[src/rtl/regfile_zero_param.sv]
// regfile_zero_param: WIDTH x 2**ADDR_BITS register file with one synchronous
// write port and two combinational read ports. Entry ZERO_IDX always reads 0
// and ignores writes.
// Optional feature: define REGFILE_BYPASS_EN to forward the write-port data
// to a read port addressing the entry being written in the same cycle.
module regfile_zero_param #(
   parameter int unsigned WIDTH     = 32,
   parameter int unsigned ADDR_BITS = 5,
   parameter int unsigned ZERO_IDX  = 0
) (
   input  logic                 clk,
   input  logic                 rst_n,
   input  logic                 wrenable,
   input  logic [ADDR_BITS-1:0] wr_addr,
   input  logic [WIDTH-1:0]     wr_data,
   input  logic [ADDR_BITS-1:0] rd_addr0,
   output logic [WIDTH-1:0]     rd_data0,
   input  logic [ADDR_BITS-1:0] rd_addr1,
   output logic [WIDTH-1:0]     rd_data1
);

   localparam int unsigned           DEPTH     = 2 ** ADDR_BITS;
   localparam logic [ADDR_BITS-1:0]  ZERO_ADDR = ADDR_BITS'(ZERO_IDX);

   logic [WIDTH-1:0] mem_q [DEPTH];
   logic [WIDTH-1:0] mem_d [DEPTH];
   logic             wr_hit;
   logic [WIDTH-1:0] rd0_stored;
   logic [WIDTH-1:0] rd1_stored;

   // Qualified write: strobe high and target is a real storage entry.
   // The strobe is tested first so unknown address bits with the strobe low
   // cannot reach any entry.
   always_comb begin
      wr_hit = 1'b0;
      if (wrenable) begin
         wr_hit = (wr_addr != ZERO_ADDR);
      end
   end

   // Next-state of every entry; the zero entry is pinned to 0.
   always_comb begin
      for (int unsigned i = 0; i < DEPTH; i++) begin
         if (i == ZERO_IDX) begin
            mem_d[i] = '0;
         end else if (wr_hit && (wr_addr == ADDR_BITS'(i))) begin
            mem_d[i] = wr_data;
         end else begin
            mem_d[i] = mem_q[i];
         end
      end
   end

   // Storage update with synchronous active-low clear (reset beats write).
   always_ff @(posedge clk) begin
      if (!rst_n) begin
         for (int unsigned i = 0; i < DEPTH; i++) begin
            mem_q[i] <= '0;
         end
      end else begin
         for (int unsigned i = 0; i < DEPTH; i++) begin
            mem_q[i] <= mem_d[i];
         end
      end
   end

   // Stored read values; the zero entry is masked at the port, not trusted
   // from storage.
   always_comb begin
      rd0_stored = (rd_addr0 == ZERO_ADDR) ? '0 : mem_q[rd_addr0];
      rd1_stored = (rd_addr1 == ZERO_ADDR) ? '0 : mem_q[rd_addr1];
   end

`ifdef REGFILE_BYPASS_EN
   // Read ports with same-cycle write forwarding; wr_hit already excludes
   // the zero entry, and forwarding is blocked while reset is asserted.
   always_comb begin
      rd_data0 = rd0_stored;
      rd_data1 = rd1_stored;
      if (rst_n && wr_hit && (wr_addr == rd_addr0)) begin
         rd_data0 = wr_data;
      end
      if (rst_n && wr_hit && (wr_addr == rd_addr1)) begin
         rd_data1 = wr_data;
      end
   end
`else
   // Read ports reflect stored state only; a same-cycle write shows next cycle.
   always_comb begin
      rd_data0 = rd0_stored;
      rd_data1 = rd1_stored;
   end
`endif

endmodule

[config.mk]
export PLATFORM = sky130hd
export DESIGN_NAME = regfile_zero_param
export DESIGN_NICKNAME = d
export VERILOG_FILES = /design/src/rtl/regfile_zero_param.sv
export SDC_FILE = /design/constraint.sdc
export NUM_CORES = 2
export LEC_CHECK = 0
export BUFFER_PORTS_ARGS = -buffer_cell sky130_fd_sc_hd__buf_2
export CAP_MARGIN = 20
export CORE_ASPECT_RATIO = 1.75
export CORE_MARGIN = 5
export CORE_UTILIZATION = 40
export CTS_BUF_LIST = sky130_fd_sc_hd__clkbuf_4 sky130_fd_sc_hd__clkbuf_8
export DETAILED_ROUTE_END_ITERATION = 12
export PLACE_DENSITY = 0.58
export SLEW_MARGIN = 20
export SYNTH_ARGS = -nofsm -noshare
export SYNTH_HDL_FRONTEND = slang
export SYNTH_SLANG_ARGS = --single-unit
[constraint.sdc]
create_clock -name clk -period 9.35 [get_ports clk]
set_input_delay 0.4675 -clock clk [delete_from_list [all_inputs] [get_ports clk]]
set_output_delay 0.4675 -clock clk [all_outputs]
set_load 0.02 [all_outputs]
==> flow_metrics.py <==
metrics = {
    "run_status": {
        "status": "finished, final reports clean",
    },
    "die": {
        "die_x_um": 276,
        "io_pins": 114,
        "start_util": 0.403,
        "die_h_um": 475,
        "die_area_um2": 131000,
        "rows": 170,
        "coreArea_um2": 123000,
    },
    "critical_path": {
        "path_class": "input pin to primary output",
        "worst-path-max-fanout": 115,
        "critPathCaptureType": "primary output",
        "critPathLaunchType": "input pin",
        "critical_path_arrival_ns": 4.36,
        "crit_required_ns": 8.88,
    },
    "synth": {
        "synthesis.nets": 3455,
        "synth_edf_count": 992,
        "yosysMostFrequentCell": "edfxtp_1",
        "synth_common_cells": "edfxtp_1 (992), nor2_1 (610), mux4_2 (371)",
        "seq_area_frac_synth": 0.602,
        "ys_warn_count": 0,
        "yosysTopAreaCell": "edfxtp_1",
        "synth.distinct_cells": 49,
        "synthArstFlopShare": 0,
        "syn_area_um2": 49500,
        "synth.top_cell.area_share": 0.602,
        "synth_cells": 3405,
        "synthTopCellsByArea": "edfxtp_1 (60%), mux4_2 (17%), nor2_1 (4.6%)",
        "synthFlopType": "edfxtp_1",
        "syn_area_per_cell_um2": 14.5,
        "ys_ff_latch": 992,
    },
    "grt": {
        "grt_pass1_vias": 33784,
        "antenna_found_initial": 9,
        "grtUsageMet1": 0.321,
        "use_met2": 0.452,
        "grt-busiest-layer": "met2",
        "grt_first_pass_wirelength_um": 248000,
        "grtUsageMet3": 0.0518,
        "grt_overflow": 0,
        "grt_max_degree": 116,
        "grtUsageTotal": 0.269,
    },
    "hold_path": {
        "hold_path_class": "input pin to flop",
    },
    "cts": {
        "post_cts_resized": 0,
        "clk_path_buf_depth": 3,
        "clk_pin_slew_ns": 0.07,
        "root_buffer": "clkbuf_8",
        "cts_post_setup_buffers_inserted": 0,
        "cts_made_buffers": 144,
        "hold_buffers": 0,
        "cts_tree": "built",
        "cts_max_level": 4,
        "cts.sinks": 992,
    },
    "finish": {
        "drive_above_1_share": 0.261,
        "largest_reg_flops": 992,
        "final_nets": 3503,
        "reg_top3": "mem_q (992)",
        "multi_input_area_um2": 18300,
        "layout.area.seq_um2": 29800,
        "area_delta_synth_final_pct": 9.92,
        "fillCellCount": 11015,
        "final_util": 0.443,
        "regMostFlops": "mem_q",
    },
    "timing": {
        "max_freq_mhz": 207,
        "min_period_over_period": 0.517,
        "tightest_slew_ns": 1.09,
        "hold_viol_final": 0,
        "setup_tns_ns": 0,
        "hold_ws_ns": 0.183,
        "relSlewSlack": 0.274,
        "fin_crit_ns": 4.83,
        "rsz0062_at_grt": "no",
        "setup_viol": 0,
        "report.final.slew_viol_count": 0,
    },
    "drt": {
        "vias_per_cell": 6.38,
        "drt_iter0_markers": 3871,
        "totalWireLength_um": 178000,
        "via_count": 33161,
        "drtAntennaViolNets": 0,
        "drc": 0,
        "wl_per_cell_um": 34.2,
        "dr.pass1.iters": 6,
    },
    "power_and_ir_drop": {
        "p_per_area_nw_per_um2": 190,
        "p_leak_uw": 0.0185,
        "peakVddDrop_v": 0.000135,
    },
    "place": {
        "port_buffers": 113,
        "dpl.hpwl_um": 98200,
        "gp_congestion": 0.827,
    },
    "flow_run": {
        "drv_cap": 0,
    },
}
## cells in the final DEF (no fill, tap or decap), types with 34 or more instances in the layout
cell type	n
edfxtp_1	992
nor2_1	610
mux4_2	371
nand2_1	259
mux2i_1	213
clkbuf_8	150
buf_2	103
a21oi_1	101
buf_4	95
a22oi_1	61
mux2_2	60
a221oi_1	45
nor2b_1	42
clkinv_1	42
nor3_1	38
nand3_1	37
inv_1	36
o21ai_1	36
clkbuf_4	34
## cell type report
| type | count | share of cell area |
|---|---|---|
| sequential | 992 | 0.548 |
| antenna | 8 | 0.000368 |
| multi-input combinational | 2071 | 0.336 |
| inverter | 37 | 0.00260 |
| tap | 1634 | 0.0376 |
| clock buffer | 184 | 0.0426 |
| timing repair buffer | 207 | 0.0253 |
| clock inverter | 68 | 0.00835 |
## kinds of logic after synthesis
kind of cell	Yosys count	synth area share
AOI/OAI and AO/OA	370	0.0504
buffers and inverters	342	0.0353
DFF	992	0.602
muxes	647	0.226
and+or+nand+nor	1054	0.0861
## power breakdown
group | internal, µW | switching [µW]
combinational | 541 | 910
sequential | 5230 | 146
clock | 1780 | 1710
total | 7550 | 2770
## path summary, 6_finish.rpt
path / from / cells after the start / endpoint
setup / recovery: rd_addr0[1] / 9 / rd_data0[30]
hold / removal: wr_data[11] / 4 / mem_q[9][11]
## stage by stage
stage          instance area (µm²)  std cells  total power [µW]  setup WS (ns)
2_1_floorplan                49500       3405              6350           5.64
3_3_place_gp                 51600       4941              6890           4.38
3_5_place_dp                 51600       4941              6910           4.45
4_1_cts                      54400       5193             10400           4.45
5_1_grt                      54400       5194             10600           4.37
6_report                     54400       5201             10300           4.52
## critical path, stage by stage
cell,delay (ns)
buf_8,0.43
buf_12,0.70
buf_4,0.82
mux4_2,0.36
nor2_1,0.04
a21oi_1,0.17
a21oi_1,0.08
o21ai_1,0.73
buf_2,0.31
## metal layers
| metal | vias up | wire [µm] |
|---|---|---|
| li1 | 13233 | - |
| met1 | 17173 | 61100 |
| met2 | 2125 | 88500 |
| met3 | 630 | 15900 |
| met4 | 0 | 12500 |
| met5 | - | 0 |
Note: power is estimated with default switching activity, not from simulation.
